## src/rtl/ui_pkg.sv

```systemverilog
// Shared UI helpers: millisecond-to-cycle conversion, counter width sizing
// and the default button count used by the UI controller.
package ui_pkg;

    localparam int UI_N_BTN = 4;

    function automatic int ms_to_cycles(input int clk_hz, input int ms);
        return (clk_hz / 1000) * ms;
    endfunction

    // One spare bit over clog2 so a counter holding cycles-1 can never wrap.
    function automatic int cnt_width(input int cycles);
        return $clog2(cycles) + 1;
    endfunction

endpackage

```

## src/rtl/ui_btn_channel.sv

```systemverilog
// One button channel: optional inversion, 2-FF synchroniser, debounce counter,
// press/release pulses; auto-repeat is built only when BTN_REPEAT_EN is defined.
module ui_btn_channel
    import ui_pkg::*;
#(
    parameter int DB         = 4,
`ifdef BTN_REPEAT_EN
    parameter int RD         = 20,
    parameter int RR         = 5,
`endif
    parameter bit ACTIVE_LOW = 1'b1
) (
    input  logic CLK12,
    input  logic rst_n,
    input  logic btn_raw,
    output logic btn_level,
    output logic btn_press,
    output logic btn_release
);

    localparam int DW = cnt_width(DB);
    localparam logic [DW-1:0] DB_LAST = DW'(DB - 1);

    logic          sync1_q, sync1_d;
    logic          s_q, s_d;
    logic          level_q, level_d;
    logic [DW-1:0] dcnt_q, dcnt_d;
    logic          press_q, press_d;
    logic          release_q, release_d;
    logic          rpt_pulse;

    always_comb begin
        sync1_d = ACTIVE_LOW ? ~btn_raw : btn_raw;
        s_d     = sync1_q;
        level_d = level_q;
        dcnt_d  = '0;
        if (s_q != level_q) begin
            if (dcnt_q == DB_LAST) begin
                level_d = s_q;
            end else begin
                dcnt_d = dcnt_q + DW'(1);
            end
        end
    end

`ifdef BTN_REPEAT_EN
    localparam int RW = cnt_width(RD);
    localparam logic [RW-1:0] RD_LAST = RW'(RD - 1);
    localparam logic [RW-1:0] RR_LAST = RW'(RR - 1);

    logic [RW-1:0] rcnt_q, rcnt_d;
    logic          first_q, first_d;

    // Counter runs only while the level is held across a whole cycle, so it
    // is cleared on the press cycle and can never fire on the release cycle.
    always_comb begin
        rcnt_d    = '0;
        first_d   = 1'b1;
        rpt_pulse = 1'b0;
        if (level_d && level_q) begin
            first_d = first_q;
            if (rcnt_q == (first_q ? RD_LAST : RR_LAST)) begin
                rpt_pulse = 1'b1;
                first_d   = 1'b0;
            end else begin
                rcnt_d = rcnt_q + RW'(1);
            end
        end
    end

    always_ff @(posedge CLK12) begin
        if (!rst_n) begin
            rcnt_q  <= '0;
            first_q <= 1'b1;
        end else begin
            rcnt_q  <= rcnt_d;
            first_q <= first_d;
        end
    end
`else
    assign rpt_pulse = 1'b0;
`endif

    always_comb begin
        press_d   = (level_d & ~level_q) | rpt_pulse;
        release_d = ~level_d & level_q;
    end

    always_ff @(posedge CLK12) begin
        if (!rst_n) begin
            sync1_q   <= 1'b0;
            s_q       <= 1'b0;
            level_q   <= 1'b0;
            dcnt_q    <= '0;
            press_q   <= 1'b0;
            release_q <= 1'b0;
        end else begin
            sync1_q   <= sync1_d;
            s_q       <= s_d;
            level_q   <= level_d;
            dcnt_q    <= dcnt_d;
            press_q   <= press_d;
            release_q <= release_d;
        end
    end

    assign btn_level   = level_q;
    assign btn_press   = press_q;
    assign btn_release = release_q;

endmodule

```

## src/rtl/ui_button_debounce.sv

```systemverilog
// Front-panel button conditioner: N_BTN independent debounce channels.
// Define BTN_REPEAT_EN to add auto-repeat press pulses while a button is held.
module ui_button_debounce
    import ui_pkg::*;
#(
    parameter int N_BTN           = UI_N_BTN,
    parameter int CLK_HZ          = 12000000,
    parameter int DEBOUNCE_MS     = 10,
    parameter int REPEAT_DELAY_MS = 500,
    parameter int REPEAT_RATE_MS  = 100,
    parameter bit BTN_ACTIVE_LOW  = 1'b1
) (
    input  logic             CLK12,
    input  logic             rst_n,
    input  logic [N_BTN-1:0] btn_raw,
    output logic [N_BTN-1:0] btn_level,
    output logic [N_BTN-1:0] btn_press,
    output logic [N_BTN-1:0] btn_release
);

    localparam int DB = ms_to_cycles(CLK_HZ, DEBOUNCE_MS);

    if (DB < 1) begin : g_bad_db
        $error("ui_button_debounce: debounce time must be at least one cycle");
    end

`ifdef BTN_REPEAT_EN
    localparam int RD = ms_to_cycles(CLK_HZ, REPEAT_DELAY_MS);
    localparam int RR = ms_to_cycles(CLK_HZ, REPEAT_RATE_MS);

    if (RR < 1 || RD < RR) begin : g_bad_rpt
        $error("ui_button_debounce: need repeat rate >= 1 cycle and delay >= rate");
    end
`else
    localparam int unused_repeat_cfg = REPEAT_DELAY_MS + REPEAT_RATE_MS;
`endif

    for (genvar i = 0; i < N_BTN; i++) begin : g_ch
        ui_btn_channel #(
            .DB         (DB),
`ifdef BTN_REPEAT_EN
            .RD         (RD),
            .RR         (RR),
`endif
            .ACTIVE_LOW (BTN_ACTIVE_LOW)
        ) u_ch (
            .CLK12       (CLK12),
            .rst_n       (rst_n),
            .btn_raw     (btn_raw[i]),
            .btn_level   (btn_level[i]),
            .btn_press   (btn_press[i]),
            .btn_release (btn_release[i])
        );
    end

endmodule

```

## config.mk

```make
export PLATFORM = sky130hd
export DESIGN_NAME = ui_button_debounce
export DESIGN_NICKNAME = d
export VERILOG_FILES = /design/src/rtl/ui_pkg.sv /design/src/rtl/ui_btn_channel.sv /design/src/rtl/ui_button_debounce.sv
export SDC_FILE = /design/constraint.sdc
export NUM_CORES = 1
export LEC_CHECK = 0
export BUFFER_PORTS_ARGS = -buffer_cell sky130_fd_sc_hd__buf_2
export CAP_MARGIN = 15
export CORE_MARGIN = 2
export CORE_UTILIZATION = 65
export DETAILED_ROUTE_END_ITERATION = 10
export GPL_TIMING_DRIVEN = 0
export PLACE_DENSITY = 0.84
export SETUP_SLACK_MARGIN = 0.2
export SLEW_MARGIN = 25
export SYNTH_ARGS = -nofsm -noshare
export SYNTH_HDL_FRONTEND = slang
export SYNTH_SLANG_ARGS = --single-unit
```

## constraint.sdc

```tcl
create_clock -name CLK12 -period 5.5 [get_ports CLK12]
set_input_delay 0.825 -clock CLK12 [delete_from_list [all_inputs] [get_ports CLK12]]
set_output_delay 0.825 -clock CLK12 [all_outputs]
set_load 0.02 [all_outputs]
```

# Word-level counts from Yosys, hierarchy flattened

Index checks and enable logic that the tools add are counted.
Widths: inputs -> output; s select.

Bits in registers: 92
Input bits: 6
Logic and storage cells: 73

Add/subtract/negate cells: 4
Eq/ne operators: 8
Muxes and demuxes: 8
Bitwise logic cells: 25
Reduce and logical (&&, ||, !) cells: 4

Operator list:

| operator              | count |
|---|---|
| $add 18x1->18 const B | 4 |
| $eq 18x17->1 const B  | 4 |
| $not 1->1             | 17 |
| $reduce_or 3->1       | 4 |
| $and 1x1->1           | 8 |
| $mux 1                | 8 |
| $ne 1x1->1            | 4 |

# Depth between registers and ports, before layout

Gate-level depths: netlist (run 1).

Depth after elaboration: 5
Mapped depth: 7
Mapped depth without buffers: 5

# Hierarchy

A second synthesis (run 1) with hierarchy kept.

Cells, all modules: 452
Area, all modules: 4098.9 um^2

By module, submodules not included:

| module         | instances | cells an instance | area an instance (um^2) |
|---|---|---|---|
| ui_btn_channel | 4         | 113               | 1024.7 |

# Least setup slack after synthesis (run 1)

Ideal clock, no wire load.

Path kind: register -> register
From: register g_ch[3].u_ch.dcnt_q[8]
To: register g_ch[3].u_ch.dcnt_q[10]
Library setup time: 0.115 ns
Arrival time: 1.946 ns
Slack: 3.439 ns
Stages on the path, launching flop included: 6
Period minus slack after synthesis: 2.061 ns
Path through: dfxtp_1 > or4_1 > or4_4 > o41ai_4 > buf_6 > nor2_1

Cells in the longest elaborated chain, start to end: 2
Elaborated cells between the ends (all ways): 3
Those cells by class: add/sub: 1; eq/ne: 1; reduce/logical: 1

Ends and longest elaborated chain:

| element                                                               | line                  | text |
|---|---|---|
| from (decl)                                                           | ui_btn_channel.sv:27  | `logic [DW-1:0] dcnt_q, dcnt_d;` |
| from (signal assigned)                                                | ui_btn_channel.sv:101 | `dcnt_q <= dcnt_d;` |
| parallel branches: the longest is 2 deep, another holds $add 18x1->18 | --                    |  |

Parallel ways; which one is timed is not known.
A chain may end at the register's enable or synchronous reset.

# Worst setup path after layout (run 1)

From: register g_ch[2].u_ch.dcnt_q[14]
To: register g_ch[2].u_ch.dcnt_q[8]

Cells in the longest elaborated chain, start to end: 2

Ends and longest elaborated chain:

| element                          | line                  | text |
|---|---|---|
| from (decl)                      | ui_btn_channel.sv:27  |  |
| from (signal assigned)           | ui_btn_channel.sv:101 |  |
| $eq 18x17->1                     | ui_btn_channel.sv:38  | `if (dcnt_q == DB_LAST) begin` |
| $reduce_or 3->1 (no source line) | --                    |  |

No other way between the ends.

==> results.sh, run 1 <==
export IMPL_switchingPower_mw=0.231
export IMPL_core_um2=5920
export IMPL_path_clk_slew_ns=0.08
export IMPL_met3_usage_pct=6.20
export IMPL_synth_edff_count=0
export IMPL_worst_pin_slew_ns=0.680
export IMPL_power_density_nw_per_um2=263
export IMPL_hold_path_class="reg2reg"
export IMPL_wl_per_cell_um=12.8
export IMPL_yosys_most_used_dff="dfxtp_1"
export IMPL_period_needed_ns=2.35
export IMPL_p_comb_share_pct=1.4
export IMPL_worst_hold_slack_ns=0.435
export IMPL_start_util_pct=67.6
export IMPL_final_hold_violation_count=0
export IMPL_clock_latency_ns=0.35
export IMPL_grt_busiest_layer="met2"
export IMPL_die_h_um=82.5
export IMPL_tritoncts="done"
export IMPL_finalClockSkew_ns=0.00917
export IMPL_overflow=0
export IMPL_vias_per_cell=5.60
export IMPL_cts_root_buf="clkbuf_8"
export IMPL_p_int_mw=0.923
export IMPL_grt_first_pass_wirelength_mm=12.2
export IMPL_slew_headroom_pct=54.4
export IMPL_cts_made_buffers=9
export IMPL_worst_slack_ns=3.15
export IMPL_yosys_area_top_type="dfxtp_1"
export IMPL_setup_viol=0
export IMPL_timing_setup_tns_ns=0
export IMPL_status="finished clean"
export IMPL_layout_common_cells="92 x dfxtp_1, 75 x nor2_1, 46 x xnor2_1"
export IMPL_synth_area_per_cell_um2=8.90
export IMPL_slew_violations=0
export IMPL_synth_cells=450
export IMPL_rows=28
export IMPL_clockPowerShare_pct=40.5
export IMPL_ioPinCount=18
export IMPL_port_buffers=16
export IMPL_seq_area_frac_synth_pct=46.0
export IMPL_required_ns=5.74
export IMPL_synth_area_leaders="dfxtp_1 46%, xnor2_1 10%, nor2_1 7.0%"
export IMPL_grt_util_met2_pct=40.6
export IMPL_rsz0062_at_grt="false"
export IMPL_fmax_ghz=0.426
export IMPL_grtUsageMet1_pct=27.1
export IMPL_dr_first_iter_drc_count=85
export IMPL_post_cts_resized=0
export IMPL_yosys_warnings=0
export IMPL_clock_sinks=92
export IMPL_routed_wl_mm=7.12
export IMPL_drtPass1Iterations=4
export IMPL_grt_pass1_vias=2903
export IMPL_critPathArrivalTime_ns=2.59
export IMPL_syn_area_um2=4000
export IMPL_cp_max_fo=10
export IMPL_p_leak_nw=1.37
export IMPL_peakVddDrop_mv=0.204
export IMPL_grt_max_degree=15
export IMPL_final_cells=557
export IMPL_num_vias=3117
export IMPL_syn_num_nets=460
export IMPL_ys_async_sr_fraction_pct=0
export IMPL_endpoint_kind="flip-flop"
export IMPL_fillerInstances=442
export IMPL_gp_congestion=0.816
export IMPL_cts_htree_levels=3
export IMPL_dp_slack_ns=3.14
export IMPL_ant_nets=0
export IMPL_seq_power_share_pct=58.2
export IMPL_fp_dieW_um=82.5
export IMPL_hpwl_mm=5.05
export IMPL_fin_crit_sh_pct=42.7
export IMPL_place_inst=541
export IMPL_syn_to_final_growth_pct=9.66
export IMPL_ys_ff_latch=92
export IMPL_drive_gt1_share_pct=11.4
export IMPL_cp_start_kind="flip-flop"
export IMPL_grt_usage_pct=23.0
export IMPL_crit_type="reg2reg"
export IMPL_cap_violations=0
export IMPL_synth_top_cell_area_share_pct=46.0
export IMPL_num_antenna_cells=0
export IMPL_drc=0
export IMPL_ctsHoldBuffers=0
export IMPL_antenna_found_initial=0
export IMPL_die_area_um2=6800
export IMPL_num_nets_final=487
export IMPL_final_common_cell="dfxtp_1"
export IMPL_cts_setup_buffers=0
export IMPL_ff_latch_area_um2=1840
export IMPL_ys_types=41
export IMPL_swShare_pct=20.0
export IMPL_multi_input_area_um2=1970
export IMPL_clock_path_buffers=2
export IMPL_p_total_mw=1.15
-- power groups by stage --
stage / Sequential, mW / Combinational [mW] / Clock [mW]
final: 0.671 / 0.0158 / 0.467
after global routing: 0.672 / 0.0180 / 0.505
after CTS: 0.671 / 0.0160 / 0.477
after detailed placement: 0.687 / 0.0159 / 0
after global placement: 0.687 / 0.0154 / 0
after floorplan: 0.686 / 0.0109 / 0
-- state kept, by name, summed over array words and instances, names as in the netlist --
register / count
g_ch.u_ch.dcnt_q: 72
g_ch.u_ch.btn_release: 4
g_ch.u_ch.s_d: 4
g_ch.u_ch.btn_press: 4
g_ch.u_ch.btn_level: 4
g_ch.u_ch.s_q: 4
-- metrics by stage --
stage | area [um2] | util, %
CTS | 4390 | 74.2
floorplan | 4000 | -
detailed placement | 4180 | 70.6
global route | 4390 | 74.2
global placement | 4180 | 70.6
finish | 4390 | 74.2
-- path summary, 6_finish.rpt --
| check | cells past startpoint | startpoint | slack, ns | endpoint |
|---|---|---|---|---|
| worst max register to register | 5 | g_ch[2].u_ch.dcnt_q[14] | 3.15 | g_ch[2].u_ch.dcnt_q[8] |
| worst min register to register | 1 | g_ch[0].u_ch.s_d | 0.44 | g_ch[0].u_ch.s_q |
| worst max-delay path | 5 | g_ch[2].u_ch.dcnt_q[14] | 3.15 | g_ch[2].u_ch.dcnt_q[8] |
| worst min-delay path | 1 | g_ch[0].u_ch.s_d | 0.44 | g_ch[0].u_ch.s_q |
-- cell type report --
type / count / share of cell area [%]
Sequential cell: 92 / 41.9
Timing Repair Buffer: 16 / 1.82
Tap cell: 75 / 2.14
Buffer: 22 / 3.13
Inverter: 14 / 1.20
Multi-Input combinational cell: 322 / 44.9
Clock buffer: 13 / 3.85
Clock inverter: 3 / 0.997
-- metal layers --
metal  wire, um  vias up
met5          0        -
met4         59        0
met3        266        9
met2       3520       55
met1       3270     1448
li1           -     1605
-- Yosys cell counts (2+ instances only) --
| cell type | instances |
|---|---|
| nand3_1 | 27 |
| nor2b_1 | 10 |
| inv_1 | 14 |
| nor2_1 | 75 |
| o21ai_0 | 5 |
| and4_1 | 2 |
| buf_2 | 2 |
| nor3_1 | 14 |
| nand4_1 | 16 |
| or4_1 | 5 |
| buf_4 | 12 |
| nand2_1 | 29 |
| or3_1 | 5 |
| or2_2 | 2 |
| and2_1 | 5 |
| a21oi_1 | 6 |
| nand2b_1 | 2 |
| nor4b_1 | 3 |
| clkbuf_1 | 7 |
| and4b_1 | 2 |
| mux2i_1 | 5 |
| ha_1 | 4 |
| nor4_1 | 25 |
| dfxtp_1 | 92 |
| and3_1 | 7 |
| or4b_2 | 2 |
| xor2_1 | 12 |
| xnor2_1 | 46 |
| o21a_1 | 2 |
-- logic make-up (layout without fill, tap and decap cells) --
logic type,Yosys count,after routing,synth area share (%)
DFF,92,92,46.0
muxes,5,5,1.25
buffers and inverters,36,68,4.75
adders and majority gates,4,4,1.25
and+or+nand+nor,234,234,29.9
xor gates and xnor gates,58,58,12.7
AOI/OAI and AO/OA,21,21,4.16
-- critical path, cell delays in order (launching register included) --
cell	delay [ns]
dfxtp_1	0.39
nand3_1	0.14
or4b_2	0.70
o31ai_2	0.60
buf_2	0.34
nor2_1	0.07
(Power assumes the default switching activity.)
==> inputs of run 2 (changes only) <==
- CORE_UTILIZATION: 65 -> 61
- PLACE_DENSITY: 0.84 -> 0.79
- clock period: 5.5 -> 2.3 ns (I/O delays scaled with it)
==> run 2 against run 1 <==
Compared with the run above:
- cell count grew 1.3%
- first-iteration DRC count grew 55%
- sequential power grew 140%
- wire length grew 4.5%
- worst setup slack lost 2.9 ns
- largest power group unchanged
==> results.sh, run 2 (same netlist as run 1, synthesis figures left out) <==
export IMPL_crit_type="reg2reg"
export IMPL_cts_htree_levels=3
export IMPL_setup_viol=0
export IMPL_slew_violations=0
export IMPL_grt_max_degree=14
export IMPL_largest_register="g_ch.u_ch.dcnt_q"
export IMPL_antenna_found_initial=0
export IMPL_switchingPower_mw=0.557
export IMPL_final_common_cell="dfxtp_1"
export IMPL_period_needed_ns=2.04
export IMPL_place_area_um2=4180
export IMPL_wl_per_cell_um=13.2
export IMPL_routed_wl_mm=7.44
export IMPL_worst_slack_ns=0.261
export IMPL_slew_headroom_pct=63.4
export IMPL_cap_violations=0
export IMPL_p_leak_nw=1.40
export IMPL_cp_max_fo=5
export IMPL_die_h_um=85.0
export IMPL_cts_root_buf="clkbuf_8"
export IMPL_layout_common_cells="89 x dfxtp_1, 73 x nor2_1, 46 x xnor2_1"
export IMPL_critPathArrivalTime_ns=2.29
export IMPL_reg2reg_slack_ns=0.26
export IMPL_swShare_pct=21.1
export IMPL_hold_path_cell_count=2
export IMPL_ioPinCount=18
export IMPL_grt_first_pass_wirelength_mm=13.2
export IMPL_worst_pin_slew_ns=0.544
export IMPL_p_total_mw=2.64
export IMPL_overflow=0
export IMPL_drtPass1Iterations=4
export IMPL_endpoint_kind="flip-flop"
export IMPL_grt_pass1_vias=3000
export IMPL_largest_reg_flops=72
export IMPL_hpwl_mm=5.04
export IMPL_cp_start_kind="flip-flop"
export IMPL_rr_worst_depth=5
export IMPL_finalClockSkew_ns=0.0110
export IMPL_tritoncts="done"
export IMPL_rsz0062_at_grt="true"
export IMPL_grt_usage_pct=22.1
export IMPL_syn_to_final_growth_pct=12.0
export IMPL_p_comb_share_pct=1.7
export IMPL_vias_per_cell=5.65
export IMPL_num_nets_final=494
export IMPL_port_buffers=16
export IMPL_ant_nets=0
export IMPL_num_vias=3187
export IMPL_path_clk_slew_ns=0.09
export IMPL_r2r_start="g_ch[3].u_ch.dcnt_q[9]"
export IMPL_num_antenna_cells=0
export IMPL_clock_path_buffers=2
export IMPL_peakVddDrop_mv=0.474
export IMPL_crit_start="g_ch[3].u_ch.dcnt_q[9]"
export IMPL_fp_dieW_um=85.0
export IMPL_dp_slack_ns=-0.0243
export IMPL_start_util_pct=63.1
export IMPL_clock_latency_ns=0.36
export IMPL_cts_made_buffers=9
export IMPL_status="finished clean"
export IMPL_final_hold_violation_count=0
export IMPL_fillerInstances=523
export IMPL_drc=0
export IMPL_fin_area_um2=4490
export IMPL_required_ns=2.55
export IMPL_die_area_um2=7230
export IMPL_p_int_mw=2.08
export IMPL_critPathCapture="g_ch[3].u_ch.dcnt_q[4]"
export IMPL_r2r_end="g_ch[3].u_ch.dcnt_q[4]"
export IMPL_hold_path_class="in2reg"
export IMPL_core_um2=6350
export IMPL_clock_sinks=92
export IMPL_dr_first_iter_drc_count=132
export IMPL_clockPowerShare_pct=37.6
export IMPL_drive_gt1_share_pct=15.4
export IMPL_seq_power_share_pct=60.7
export IMPL_fin_crit_sh_pct=88.7
export IMPL_rows=29
export IMPL_power_density_nw_per_um2=588
export IMPL_fmax_ghz=0.490
export IMPL_ctsHoldBuffers=0
export IMPL_timing_setup_tns_ns=0
export IMPL_gp_congestion=0.835
## run 2: repair_timing
item                                    CTS  global route
pin swaps                                10             1
hold endpoints to repair                  0             0
gates cloned                              1             0
endpoints found under the setup margin   47            57
resized for setup                        13            11
setup buffers                             6             0
## run 2: worst min-delay path by stage
| stage | endpoint | from | slack (ns) |
|---|---|---|---|
| after floorplan | g_ch[0].u_ch.s_q | g_ch[0].u_ch.s_d | 0.41 |
| after global placement | g_ch[2].u_ch.s_q | g_ch[2].u_ch.s_d | 0.42 |
| after detailed placement | g_ch[0].u_ch.s_q | g_ch[0].u_ch.s_d | 0.42 |
| after CTS | g_ch[1].u_ch.s_d | btn_raw[1] | 0.13 |
| after global routing | g_ch[2].u_ch.s_d | btn_raw[2] | 0.13 |
| final | g_ch[1].u_ch.s_d | btn_raw[1] | 0.14 |
## run 2: layout make-up
| type | instances | area (um2) | area share [%] |
|---|---|---|---|
| buffer | 22 | 145 | 3.24 |
| sequential | 92 | 1850 | 41.3 |
| multi-input combinational | 322 | 2030 | 45.3 |
| tap | 77 | 96.3 | 2.15 |
| timing repair buffer | 23 | 133 | 2.96 |
| clock inverter | 2 | 10.0 | 0.223 |
| clock buffer | 12 | 165 | 3.68 |
| inverter | 14 | 52.6 | 1.17 |
## run 2: power groups by stage
stage / combinational (mW) / sequential [mW] / clock (mW)
after floorplan: 0.0262 / 1.64 / 0
after global placement: 0.0365 / 1.64 / 0
after detailed placement: 0.0375 / 1.64 / 0
after CTS: 0.0433 / 1.60 / 1.01
after global routing: 0.0496 / 1.60 / 1.07
final: 0.0436 / 1.60 / 0.992
## run 2: critical path, stage by stage, from the launching register on
cell and delay, ns:
dfxtp_4 0.35, or4_4 0.51, or4_4 0.45, o41ai_4 0.35
buf_4 0.22, nor2_1 0.05
## run 2: through the flow
stage | util [%] | hold WS, ns | std cells
after floorplan | - | 0.412 | 450
after global placement | 65.8 | 0.415 | 543
after detailed placement | 65.8 | 0.422 | 543
after CTS | 70.1 | 0.125 | 564
after global routing | 70.6 | 0.133 | 564
final | 70.6 | 0.140 | 564
## run 2: metal layers
| metal | global-route usage, % | vias to the layer above | share of wire [%] |
|---|---|---|---|
| li1 | - | 1628 | - |
| met1 | 28.5 | 1498 | 48 |
| met2 | 36.4 | 53 | 47 |
| met3 | 5.16 | 8 | 3.6 |
| met4 | 7.94 | 0 | 1.7 |
| met5 | 0 | - | 0 |
==> inputs of run 3 (changes only) <==
- ABC_AREA: not set -> 1
- CTS_BUF_LIST: not set -> sky130_fd_sc_hd__clkbuf_16
- SETUP_SLACK_MARGIN: 0.2 -> 0.05
==> run 3 against run 2 <==
Compared with the run above:
- clock power grew 57%
- area after synthesis rose by 12%
- critical path depth rose by 2
- fmax rose by 21%
- wire length is 18% higher
- clock skew decreased by 0.0054 ns
- sequential cell count unchanged
- register-to-register slack better by 0.35 ns
- cell count up 37%
==> results.sh, run 3 <==
export IMPL_cp_max_fo=10
export IMPL_largest_reg_flops=72
export IMPL_seq_area_frac_synth_pct=41.0
export IMPL_synthTopCellsByCount="145 x nand2_1, 128 x nor2_1, 92 x dfxtp_1"
export IMPL_final_common_cell="nand2_1"
export IMPL_grt_usage_pct=23.1
export IMPL_rsz0062_at_grt="false"
export IMPL_fillerInstances=593
export IMPL_clock_sinks=92
export IMPL_drc=0
export IMPL_clock_path_buffers=2
export IMPL_hpwl_mm=6.36
export IMPL_place_area_um2=4690
export IMPL_slew_headroom_pct=70.4
export IMPL_finalClockSkew_ns=0.00554
export IMPL_ctsHoldBuffers=0
export IMPL_tritoncts="done"
export IMPL_antenna_found_initial=0
export IMPL_slew_violations=0
export IMPL_synth_top_cell_area_share_pct=41.0
export IMPL_ff_latch_area_um2=1840
export IMPL_period_needed_ns=1.69
export IMPL_multi_input_area_um2=2210
export IMPL_yosys_area_share_xor_xnor_pct=5.66
export IMPL_port_buffers=16
export IMPL_final_hold_violation_count=0
export IMPL_endpoint_kind="flip-flop"
export IMPL_synth_area_per_cell_um2=6.97
export IMPL_cts_htree_levels=3
export IMPL_routed_wl_mm=8.75
export IMPL_post_cts_resized=0
export IMPL_grt_pass1_vias=3749
export IMPL_crit_type="reg2reg"
export IMPL_ioPinCount=18
export IMPL_largest_register="g_ch.u_ch.dcnt_q"
export IMPL_grt_first_pass_wirelength_mm=15.7
export IMPL_synth_compound_area_share_pct=5.91
export IMPL_fmax_ghz=0.592
export IMPL_cts_setup_buffers=0
export IMPL_core_um2=7180
export IMPL_gp_congestion=0.871
export IMPL_yosys_area_top_type="dfxtp_1"
export IMPL_cap_violations=0
export IMPL_seq_power_share_pct=50.1
export IMPL_required_ns=2.53
export IMPL_start_util_pct=62.6
export IMPL_synth_cells=644
export IMPL_yosys_most_used_dff="dfxtp_1"
export IMPL_status="finished clean"
export IMPL_num_nets_final=681
export IMPL_synthAdderAreaFrac_pct=1.11
export IMPL_p_int_mw=2.56
export IMPL_drtPass1Iterations=4
export IMPL_die_h_um=89.8
export IMPL_fin_area_um2=5010
export IMPL_syn_num_nets=654
export IMPL_path_clk_slew_ns=0.06
export IMPL_ys_ff_latch=92
export IMPL_power_density_nw_per_um2=640
export IMPL_syn_area_um2=4490
export IMPL_cts_made_buffers=9
export IMPL_wl_per_cell_um=11.3
export IMPL_synth_top_family_by_area="simple AND/OR/NAND/NOR gates"
export IMPL_grt_max_degree=16
export IMPL_ys_async_sr_fraction_pct=0
export IMPL_vias_per_cell=5.03
export IMPL_p_leak_nw=1.84
export IMPL_num_antenna_cells=0
export IMPL_timing_setup_tns_ns=0
export IMPL_critPathArrivalTime_ns=1.92
export IMPL_layout_common_cells="145 x nand2_1, 128 x nor2_1, 92 x dfxtp_1"
export IMPL_synthMuxAreaShare_pct=0
export IMPL_syn_to_final_growth_pct=11.6
export IMPL_fp_dieW_um=89.8
export IMPL_ant_nets=0
export IMPL_synth_simple_gate_area_share_pct=36.6
export IMPL_yosys_warnings=0
export IMPL_synth_edff_count=0
export IMPL_p_comb_share_pct=1.4
export IMPL_fin_crit_sh_pct=73.4
export IMPL_p_total_mw=3.21
export IMPL_hold_path_class="in2reg"
export IMPL_overflow=0
export IMPL_num_vias=3900
export IMPL_clock_latency_ns=0.34
export IMPL_worst_pin_slew_ns=0.443
export IMPL_synth_most_common_cell="nand2_1"
export IMPL_cp_start_kind="flip-flop"
export IMPL_clockPowerShare_pct=48.5
export IMPL_synth_area_leaders="dfxtp_1 41%, nand2_1 12%, nor2_1 11%"
export IMPL_dr_first_iter_drc_count=195
export IMPL_worst_hold_slack_ns=0.167
export IMPL_rows=31
export IMPL_switchingPower_mw=0.643
export IMPL_swShare_pct=20.1
export IMPL_setup_viol=0
export IMPL_drive_gt1_share_pct=13.2
export IMPL_ys_types=30
export IMPL_die_area_um2=8060
export IMPL_cts_root_buf="clkbuf_16"
export IMPL_peakVddDrop_mv=0.411
## run 3: worst paths after layout
kind,startpoint,to,slack [ns],cells after the start
worst max-delay path,g_ch[0].u_ch.dcnt_q[0],g_ch[0].u_ch.dcnt_q[13],0.61,7
worst min register to register,g_ch[1].u_ch.s_d,g_ch[1].u_ch.s_q,0.41,2
worst min-delay path,btn_raw[0],g_ch[0].u_ch.s_d,0.17,2
worst max register to register,g_ch[0].u_ch.dcnt_q[0],g_ch[0].u_ch.dcnt_q[13],0.61,7
## run 3: final cells by class
type | instances | area share, %
Clock buffer | 9 | 4.50
Sequential cell | 92 | 36.8
Timing Repair Buffer | 16 | 1.60
Multi-Input combinational cell | 456 | 44.2
Tap cell | 99 | 2.47
Clock inverter | 7 | 1.80
Buffer | 18 | 2.87
Inverter | 78 | 5.84
## run 3: logic make-up (layout without fill, tap and decap cells)
family / after synthesis / count (layout)
xor+xnor: 29 / 29
fa+ha+maj: 4 / 4
compound gates: 48 / 48
simple gates: 375 / 375
buf+inv: 96 / 128
flops: 92 / 92
## run 3: metrics by stage
step / worst slack, ns / instances / util, %
floorplan: 0.851 / 644 / -
global placement: 0.637 / 759 / 65.4
detailed placement: 0.615 / 759 / 65.4
CTS: 0.607 / 775 / 69.8
global route: 0.492 / 775 / 69.8
finish: 0.611 / 775 / 69.8
## run 3: worst max-delay path, cell delays in order (launching register included)
cell     delay, ns
dfxtp_1       0.39
ha_1          0.24
nand2_1       0.07
nor2_1        0.12
nand4_1       0.17
o21ai_4       0.34
buf_6         0.20
nor2_1        0.06
## run 3: routing by layer
metal / share of wire (%) / vias to the layer above / track usage [%]
li1: - / 2059 / -
met1: 46 / 1758 / 27.8
met2: 48 / 71 / 40.9
met3: 4.1 / 12 / 6.12
met4: 1.3 / 0 / 6.03
met5: 0 / - / 0
## run 3: power groups by stage
stage,combinational (mW),sequential (mW),clock (mW)
after global placement,0.0419,1.64,0
after CTS,0.0439,1.61,1.58
after global routing,0.0490,1.61,1.66
after floorplan,0.0298,1.64,0
final,0.0436,1.61,1.56
after detailed placement,0.0435,1.64,0
